## src/rtl/bsg_mcl_rcv_serializer.sv

```systemverilog
// Receive-path packet FIFO that serializes the head packet into host words, LSW first,
// and reports free packet slots plus a low-vacancy flag for endpoint flow control.
module bsg_mcl_rcv_serializer #(
    parameter int fifo_width_p = 128,
    parameter int word_width_p = 32,
    parameter int els_p        = 4,
    parameter int threshold_p  = 2
) (
    input  logic                    clk_i,
    input  logic                    reset_i,
    input  logic                    v_i,
    input  logic [fifo_width_p-1:0] data_i,
    output logic                    ready_o,
    output logic                    v_o,
    output logic [word_width_p-1:0] data_o,
    input  logic                    yumi_i,
    output logic [31:0]             vacancy_o,
    output logic                    th_o
);
    localparam int words_lp      = fifo_width_p / word_width_p;
    localparam int cnt_width_lp  = $clog2(els_p + 1);
    localparam int ptr_width_lp  = $clog2(els_p);
    localparam int widx_width_lp = $clog2(words_lp);

    localparam logic [ptr_width_lp-1:0]  ptr_max_lp  = ptr_width_lp'(els_p - 1);
    localparam logic [widx_width_lp-1:0] widx_max_lp = widx_width_lp'(words_lp - 1);
    localparam logic [cnt_width_lp-1:0]  els_lp      = cnt_width_lp'(els_p);
    localparam logic [cnt_width_lp-1:0]  th_lp       = cnt_width_lp'(threshold_p);

    logic [fifo_width_p-1:0]  mem [els_p];
    logic [ptr_width_lp-1:0]  wptr, rptr;
    logic [cnt_width_lp-1:0]  occ, vac;
    logic [widx_width_lp-1:0] widx;
    logic [fifo_width_p-1:0]  head;
    logic                     enq, yumi_v, last_yumi;

    assign ready_o   = (occ < els_lp);
    assign v_o       = (occ != '0);
    assign enq       = v_i & ready_o;
    // An illegal yumi on an empty FIFO is masked so state stays put.
    assign yumi_v    = yumi_i & v_o;
    assign last_yumi = yumi_v & (widx == widx_max_lp);

    assign vac       = els_lp - occ;
    assign vacancy_o = 32'(vac);
    assign th_o      = (vac < th_lp);

    assign head      = mem[rptr];
    assign data_o    = head[widx*word_width_p +: word_width_p];

    always_ff @(posedge clk_i) begin
        if (enq) begin
            mem[wptr] <= data_i;
        end
    end

    always_ff @(posedge clk_i or posedge reset_i) begin
        if (reset_i) begin
            wptr <= '0;
            rptr <= '0;
            occ  <= '0;
            widx <= '0;
        end else begin
            if (enq) begin
                wptr <= (wptr == ptr_max_lp) ? '0 : wptr + 1'b1;
            end
            if (last_yumi) begin
                rptr <= (rptr == ptr_max_lp) ? '0 : rptr + 1'b1;
                widx <= '0;
            end else if (yumi_v) begin
                widx <= widx + 1'b1;
            end
            case ({enq, last_yumi})
                2'b10:   occ <= occ + 1'b1;
                2'b01:   occ <= occ - 1'b1;
                default: occ <= occ;
            endcase
        end
    end

    a_yumi_legal: assert property (@(posedge clk_i) disable iff (reset_i) !(yumi_i && !v_o))
        else $error("yumi_i asserted while v_o is low");

endmodule

```

## config.mk

```make
export PLATFORM = sky130hd
export DESIGN_NAME = bsg_mcl_rcv_serializer
export DESIGN_NICKNAME = d
export VERILOG_FILES = /design/src/rtl/bsg_mcl_rcv_serializer.sv
export SDC_FILE = /design/constraint.sdc
export NUM_CORES = 1
export LEC_CHECK = 0
export BUFFER_PORTS_ARGS = -buffer_cell sky130_fd_sc_hd__clkbuf_2
export CAP_MARGIN = 20
export CORE_MARGIN = 5
export CORE_UTILIZATION = 41
export CTS_CLUSTER_SIZE = 30
export DETAILED_ROUTE_END_ITERATION = 8
export MAX_ROUTING_LAYER = met4
export PLACE_DENSITY_LB_ADDON = 0.08
export SLEW_MARGIN = 20
export SYNTH_ARGS = -nofsm -noshare
export SYNTH_HDL_FRONTEND = slang
export SYNTH_SLANG_ARGS = --single-unit
```

## constraint.sdc

```tcl
create_clock -name clk_i -period 10.9 [get_ports clk_i]
set_clock_uncertainty 0.15 [all_clocks]
set_input_delay 0.545 -clock clk_i [delete_from_list [all_inputs] [get_ports clk_i]]
set_output_delay 0.545 -clock clk_i [all_outputs]
set_load 0.02 [all_outputs]
```

Word-level counts from Yosys, hierarchy flattened:

Memories as Yosys holds them, arrays and structs flattened.
Index checks and enable logic that the tools add are counted.

* add/subtract/negate cells: 6
* magnitude comparators: 2
* equal/unequal tests: 5
* shifts and indexed selects: 1
* mux-type cells: 7
* bitwise gates (word level): 3
* reductions and logical operators: 3

Operators by type and width (count)
* 128-bit by 8-bit indexed part select with 32-bit output: 1
* 2-bit equality test, second input constant: 4
* 2-bit two-way mux: 4
* 2-bit by 1-bit adder with 2-bit output, second input constant: 3
* 3-bit one-hot mux with 2 select lines: 1
* 2-bit nonzero test: 2
* 3-bit by 1-bit adder with 3-bit output, second input constant: 1
* 1-bit AND: 3
* 3-bit by 2-bit less-than comparator with 1-bit output, second input constant: 1
* 3-bit less-than comparator, second input constant: 1
* 3-bit nonzero test: 1
* 3-bit by 1-bit subtractor with 3-bit output, second input constant: 1
* 3-bit subtractor, first input constant: 1
* 2-bit by 1-bit equality test with 1-bit output, second input constant: 1
* 1-bit two-way mux: 2

* bits in registers: 9
* RAM bits: 512
* output and inout bits: 67
* memories kept: 1

Memories
* mem: words 4, width 128, read ports 1, clocked after Yosys merged registers in 0, write ports 1, line 30 `logic [fifo_width_p-1:0] mem [els_p];`

Logic depth before layout (Yosys ltp):

Gate-level depths: netlist of the first run.

* word-level depth: 5
* depth in mapped cells: 12
* mapped depth without buffers: 12

Worst setup path before layout of the first run:

No wires, ideal clock.

* kind: flip-flop to flip-flop
* start point: register occ[0]
* end point: memory mem[0][0], enable pin
* setup time: 0.502 ns
* data arrival time: 4.344 ns
* slack: 5.904 ns
* cell stages (with the launch flop): 6
* clock period less this slack: 4.996 ns
* path through: dfrtp_1 > inv_1 > ha_1 > ha_1 > nor3b_1 > and2_1

* cells in the longest elaborated chain, start to end: 4

Ends and longest elaborated chain
* start: declaration: line 32 `logic [cnt_width_lp-1:0] occ, vac;`
* start signal: assignment: line 74 `2'b10: occ <= occ + 1'b1;`
* start signal: assignment: line 75 `2'b01: occ <= occ - 1'b1;`
* 3-bit less-than comparator: line 37 `assign ready_o = (occ < els_lp);`
* 1-bit AND: line 39 `assign enq = v_i & ready_o;`
* 1-bit two-way mux: line 52 `if (enq) begin`
* 1-bit two-way mux (implied by the code): line 53 `mem[wptr] <= data_i;`
* end: declaration: line 30

No other way between the ends.

Worst setup path in the final report of the first run:

* start point: register occ[0]
* end point: memory mem[1][12], enable pin

Same word-level chain as after synthesis.

==> run_results.csv, run 1 <==
group,metric,value,unit
status,status,"finished, final reports clean",
drt,wl_per_cell,23.5,µm
floorplan,die_area,53100,µm²
drt,final_antenna_net_count,0,
floorplan,die_h,230,µm
layout,final_common_cell,"edfxtp_1",
timing,rsz0062_at_grt,"false",
logic_synthesis,synth_cell_types,23,
worst_setup_path,reg2reg_to,"mem[1][12]",
layout,fin_cells,1796,
global_route,grt_pass1_wl,64300,µm
clock_tree,cts_buffers,55,
layout,finish.utilization,0.498,
layout,multi_input_area,3970,µm²
floorplan,rows,80,
worst_hold_path,min_path_type,"input pin to register",
clock_tree,postCtsSetupRepairBufs,0,
logic_synthesis,syn_area_per_cell,22.9,µm²
drt,num_vias,9283,
logic_synthesis,ys_ff_latch,521,
logic_synthesis,synthCells,870,
clock_tree,path_clk_slew,0.06,ns
worst_setup_path,crit_fanout,61,
logic_synthesis,yosysSeqAreaShare,0.783,
placement,dpl.cell_count,1622,
global_route,track_usage,0.165,
global_route,antenna_found_initial,7,
flow_run,maxCapViolations,0,
pwr,vdd_drop_max,0.000187,V
drt,drtPass1Iterations,5,
pwr,power.internal,4.54,mW
logic_synthesis,async_reset_ff_frac,0.0173,
global_route,grt-ovfl-total,0,
clock_tree,cts_tree,"yes",
drt,post-route-drc-count,0,
layout,drive_above_1_share,0.346,
logic_synthesis,synth-main-ff-cell,"edfxtp_1",
clock_tree,cts-hold-fix-buffers,65,
placement,hpwl,23200,µm
pwr,p_total,6.54,mW
floorplan,ios,199,
pwr,comb_power_share,0.287,
layout,layout_common_cells,"512 x edfxtp_1, 169 x clkbuf_2, 128 x mux4_2",
timing,slew_headroom,0.301,
clock_tree,clockRootBuffer,"clkbuf_16",
logic_synthesis,synth-edff-count,512,
clock_tree,clk_latency,0.58,ns
timing,whs,0.0359,ns
worst_hold_path,whs_path_depth,1,
timing,drv_slew,0,
timing,setup_viol,0,
layout,fillCellCount,3882,
global_route,grt_max_degree,93,
worst_hold_path,hold_end,"mem[0][89]",
clock_tree,cts_num_sinks,521,
pwr,switching_power,2.00,mW
global_route,grt_pass1_vias,10205,
drt,vias_per_cell,5.17,
pwr,switching_share,0.306,
pwr,power.share.sequential,0.423,
timing,fmax,228,MHz
floorplan,die_w,230,µm
timing,period_share,0.403,
pwr,power.density,274,nW/µm²
worst_setup_path,cp-end-kind,"register",
logic_synthesis,syn_area,19900,µm²
floorplan,start_util,0.416,
clock_tree,cts_max_path_buffers,3,
worst_setup_path,arrival,4.44,ns
timing,hold_viol,0,
timing,worstMarginPinSlew,1.05,ns
clock_tree,cts_resized,0,
drt,drt-initial-drc-count,538,
clock_tree,htreeDepth,2,
timing,min_period,4.39,ns
layout,areaGrowthSynthToFinish,19.8,%
worst_setup_path,crit_type,"register to register",
layout,final-seq-area,15600,µm²
logic_synthesis,ys_warn_count,0,
placement,gp_routability_congestion,0.670,
floorplan,core_area,47900,µm²
worst_setup_path,required,10.95,ns
timing,tns,0,ns
worst_setup_path,r2r_slack,6.51,ns
worst_setup_path,r2r.worst_path.cells,7,
worst_setup_path,crit-reg2reg-launch,"occ[0]",
drt,routed_wl,42200,µm
layout,nets,1272,
pwr,power.leakage,8.09,nW
worst_setup_path,startpoint_type,"register",
pwr,clkPwrFrac,0.290,
worst_hold_path,min-delay-start,"data_i[89]",
placement,placement.io_buffers,169,
synthesized netlist by cell type, drive strengths merged, types with 2 or more instances:
master,instances,area [µm²]
buf,54,382
mux4,128,2880
dfrtp,9,225
edfxtp,512,15400
clkbuf,20,75.1
xnor2,2,17.5
and2,5,31.3
nor2,7,26.3
mux2,6,67.6
nor2b,3,18.8
a22oi,64,480
nand2,33,124
inv,11,41.3
ha,10,125
metrics by stage:
step / setup WS [ns] / cell area, µm²
finish: 6.51 / 23900
detailed placement: 6.37 / 21400
floorplan: 5.90 / 20000
global route: 6.19 / 23900
CTS: 6.36 / 23900
global placement: 6.44 / 21400
sequential cells by signal, indices dropped and copies added, names as in the netlist:
signal,count
rptr,2
occ,3
widx,2
mem,512
wptr,2
final cells by class:
cell class / instances / area share
clock inverter: 37 / 0.0174
multi-input combinational: 292 / 0.166
tap: 615 / 0.0322
timing repair buffer: 248 / 0.0676
antenna: 7 / 0.000734
clock buffer: 65 / 0.0601
sequential: 521 / 0.654
inverter: 11 / 0.00173
worst max path at each step:
stage / endpoint / cells past startpoint / startpoint
2_1_floorplan: mem[0][0] / 5 / occ[0]
6_report: mem[1][12] / 7 / occ[0]
3_5_place_dp: mem[1][102] / 7 / occ[0]
5_1_grt: mem[1][8] / 7 / occ[0]
3_3_place_gp: mem[1][66] / 7 / occ[0]
4_1_cts: mem[1][91] / 7 / occ[0]
power groups by stage:
stage	registers [mW]	logic, mW	clock network, mW
final	2.77	1.87	1.90
after global routing	2.81	2.05	2.04
after CTS	2.78	1.94	1.95
after detailed placement	2.82	1.91	0
after global placement	2.81	1.91	0
after floorplan	2.73	1.40	0
per-layer routing:
metal	vias to the layer above	routed length, µm	GRT usage
met5	-	0	-
met4	0	702	0.0411
met3	58	2010	0.0344
met2	179	21200	0.267
met1	4912	18300	0.218
li1	4134	-	-
logic make-up (layout without fill, tap and decap cells):
group,after synthesis,after routing,synth area share
flip-flops,521,521,0.783
multiplexers,135,135,0.149
buffers and inverters,85,361,0.0250
AO/OA/AOI/OAI,65,65,0.0245
AND/OR/NAND/NOR,49,49,0.0104
adder cells (fa/ha/maj),11,11,0.00728
XOR/XNOR,3,3,0.00132
other,1,36,0.000188
worst max-delay path: stages (launching register included):
cell	delay, ns
dfrtp_1	0.40
inv_1	0.10
ha_1	0.23
ha_1	0.20
nor3b_1	0.80
and2_4	0.50
buf_4	0.66
buf_4	0.89
Note: power is estimated with default switching activity, not from simulation.
==> run 2, diff against run 1 <==
==> constraint.sdc (replaced) <==
create_clock -name clk_i -period 3.7 [get_ports clk_i]
set_clock_uncertainty 0.15 [all_clocks]
set_input_delay 0.185 -clock clk_i [delete_from_list [all_inputs] [get_ports clk_i]]
set_output_delay 0.185 -clock clk_i [all_outputs]
set_load 0.02 [all_outputs]
==> run_results.csv, run 2 (same netlist as run 1, synthesis figures left out) <==
group,metric,value,unit
status,status,"finished, final reports clean",
layout,drive_above_1_share,0.333,
worst_setup_path,cpPeakStageDelay,0.77,ns
timing,drv_slew,0,
global_route,grt-ovfl-total,0,
layout,layout_common_cells,"512 x edfxtp_1, 169 x clkbuf_2, 131 x dlygate4sd3_1",
clock_tree,postCtsSetupRepairBufs,0,
timing,setup_viol,0,
global_route,grt_pass1_vias,10305,
worst_setup_path,crit_type,"register to output pin",
floorplan,die_h,230,µm
global_route,grt_max_degree,87,
floorplan,die_area,53100,µm²
layout,fillCellCount,3808,
worst_hold_path,min_path_type,"input pin to register",
drt,routed_wl,43400,µm
floorplan,start_util,0.416,
layout,nets,1360,
floorplan,rows,80,
clock_tree,htreeDepth,2,
timing,rsz0062_at_grt,"false",
flow_run,maxCapViolations,0,
placement,gp_routability_congestion,0.724,
worst_setup_path,cp-startpoint,"rptr[0]",
worst_setup_path,cp_cell_sequence,"buf_4 -> mux4_2 -> a22oi_1 -> nand2_1 -> clkbuf_2",
worst_setup_path,startpoint_type,"register",
clock_tree,cts_max_path_buffers,3,
timing,worst_slack,0.559,ns
layout,final_common_cell,"edfxtp_1",
global_route,antenna_found_initial,7,
global_route,track_usage,0.170,
layout,top_regs,"mem x512, occ x3",
drt,drt-initial-drc-count,611,
clock_tree,path_clk_slew,0.06,ns
timing,hold_viol,0,
clock_tree,clockRootBuffer,"clkbuf_16",
worst_setup_path,arrival,2.81,ns
worst_setup_path,endpoint,"data_o[21]",
pwr,power.leakage,8.47,nW
worst_setup_path,reg2reg_to,"mem[1][25]",
clock_tree,cts_tree,"yes",
placement,place_ws,1.07,ns
drt,final_antenna_net_count,0,
worst_setup_path,r2r_slack,1.11,ns
timing,slew_headroom,0.406,
worst_setup_path,crit_family,"flip-flops",
drt,drtPass1Iterations,4,
drt,wl_per_cell,23.0,µm
layout,largest_register_ffs,512,
worst_setup_path,crit_fanout,23,
worst_setup_path,crit_slowest_cell,"dfrtp_4",
floorplan,ios,199,
placement,hpwl,26200,µm
worst_hold_path,min-delay-start,"v_i",
worst_setup_path,crit_buf_inv,2,
worst_setup_path,path_depth,5,
floorplan,core_area,47900,µm²
layout,regMostFlops,"mem",
timing,worstMarginPinSlew,0.890,ns
placement,placement.io_buffers,169,
pwr,power.density,780,nW/µm²
clock_tree,cts_num_sinks,521,
pwr,vdd_drop_max,0.000421,V
drt,post-route-drc-count,0,
drt,vias_per_cell,5.14,
worst_setup_path,required,3.37,ns
clock_tree,cts_buffers,56,
global_route,grt_pass1_wl,66400,µm
worst_setup_path,cp-end-kind,"output pin",
clock_tree,clk_latency,0.59,ns
worst_setup_path,crit-reg2reg-launch,"occ[0]",
timing,period_share,0.849,
timing,fmax,318,MHz
floorplan,die_w,230,µm
timing,min_period,3.14,ns
clock_tree,cts_resized,0,
drt,num_vias,9670,
timing,tns,0,ns
layout,areaGrowthSynthToFinish,24.4,%
worst_setup_path,r2r.worst_path.cells,7,
[run 2: cell types whose count changed in the layout (fill, tap and decap cells not counted)]
cell / change
buf_12: +18
buf_4: +3
bufinv_16: -5
clkbuf_1: +3
clkbuf_16: +1
clkinv_1: +3
clkinv_2: -1
clkinv_8: -1
clkinvlp_4: -2
dlygate4sd3_1: +66
inv_6: +1
[run 2: layout make-up]
type,count,area [µm²],area share
Clock buffer,69,1470,0.0594
Inverter,11,41.3,0.00167
Tap cell,615,769,0.0310
Clock inverter,32,249,0.0100
Timing Repair Buffer,335,2660,0.107
Sequential cell,521,15600,0.630
Multi-Input combinational cell,292,3970,0.160
Antenna cell,7,17.5,0.000707
[run 2: power by group]
part           internal (mW)  switching [mW]
Combinational           2.66            3.49
Clock                   3.07            2.15
Sequential              7.63           0.324
Total                   13.4            5.96
[run 2: per-stage QoR]
stage	power (mW)	util	area (µm²)	std cells	hold WS [ns]
finish	19.3	0.517	24800	1882	0.0493
global route	20.3	0.517	24800	1882	0.0564
CTS	19.7	0.517	24800	1875	0.0123
detailed placement	14.3	0.453	21700	1643	0.00422
global placement	14.3	0.453	21700	1643	0.00768
floorplan	12.1	-	20000	898	-0.137
[run 2: routing by layer]
metal,GRT usage,part of all wire,vias to the layer above
met5,-,0,-
met4,0.0422,0.017,0
met3,0.0327,0.053,54
met2,0.265,0.49,228
met1,0.234,0.44,5064
li1,-,-,4324
[run 2: how the worst min path moves through the flow]
stage	end	slack [ns]	cells past startpoint
CTS	wptr[0]	0.01	4
detailed placement	occ[0]	0.004	2
finish	wptr[0]	0.05	4
floorplan	occ[0]	-0.14	1
global placement	occ[0]	0.008	2
global route	wptr[0]	0.06	4
[run 2: what timing repair did]
item	in CTS	in global routing
setup endpoints to repair	0	0
hold buffers	131	0
hold endpoints to repair	525	0
[run 2: worst min-delay path, delay by kind of cell]
family | cells | cell delay (ns)
buffers and inverters | 2 | 0.23
multiplexers | 1 | 0.21
AND/OR/NAND/NOR | 1 | 0.13
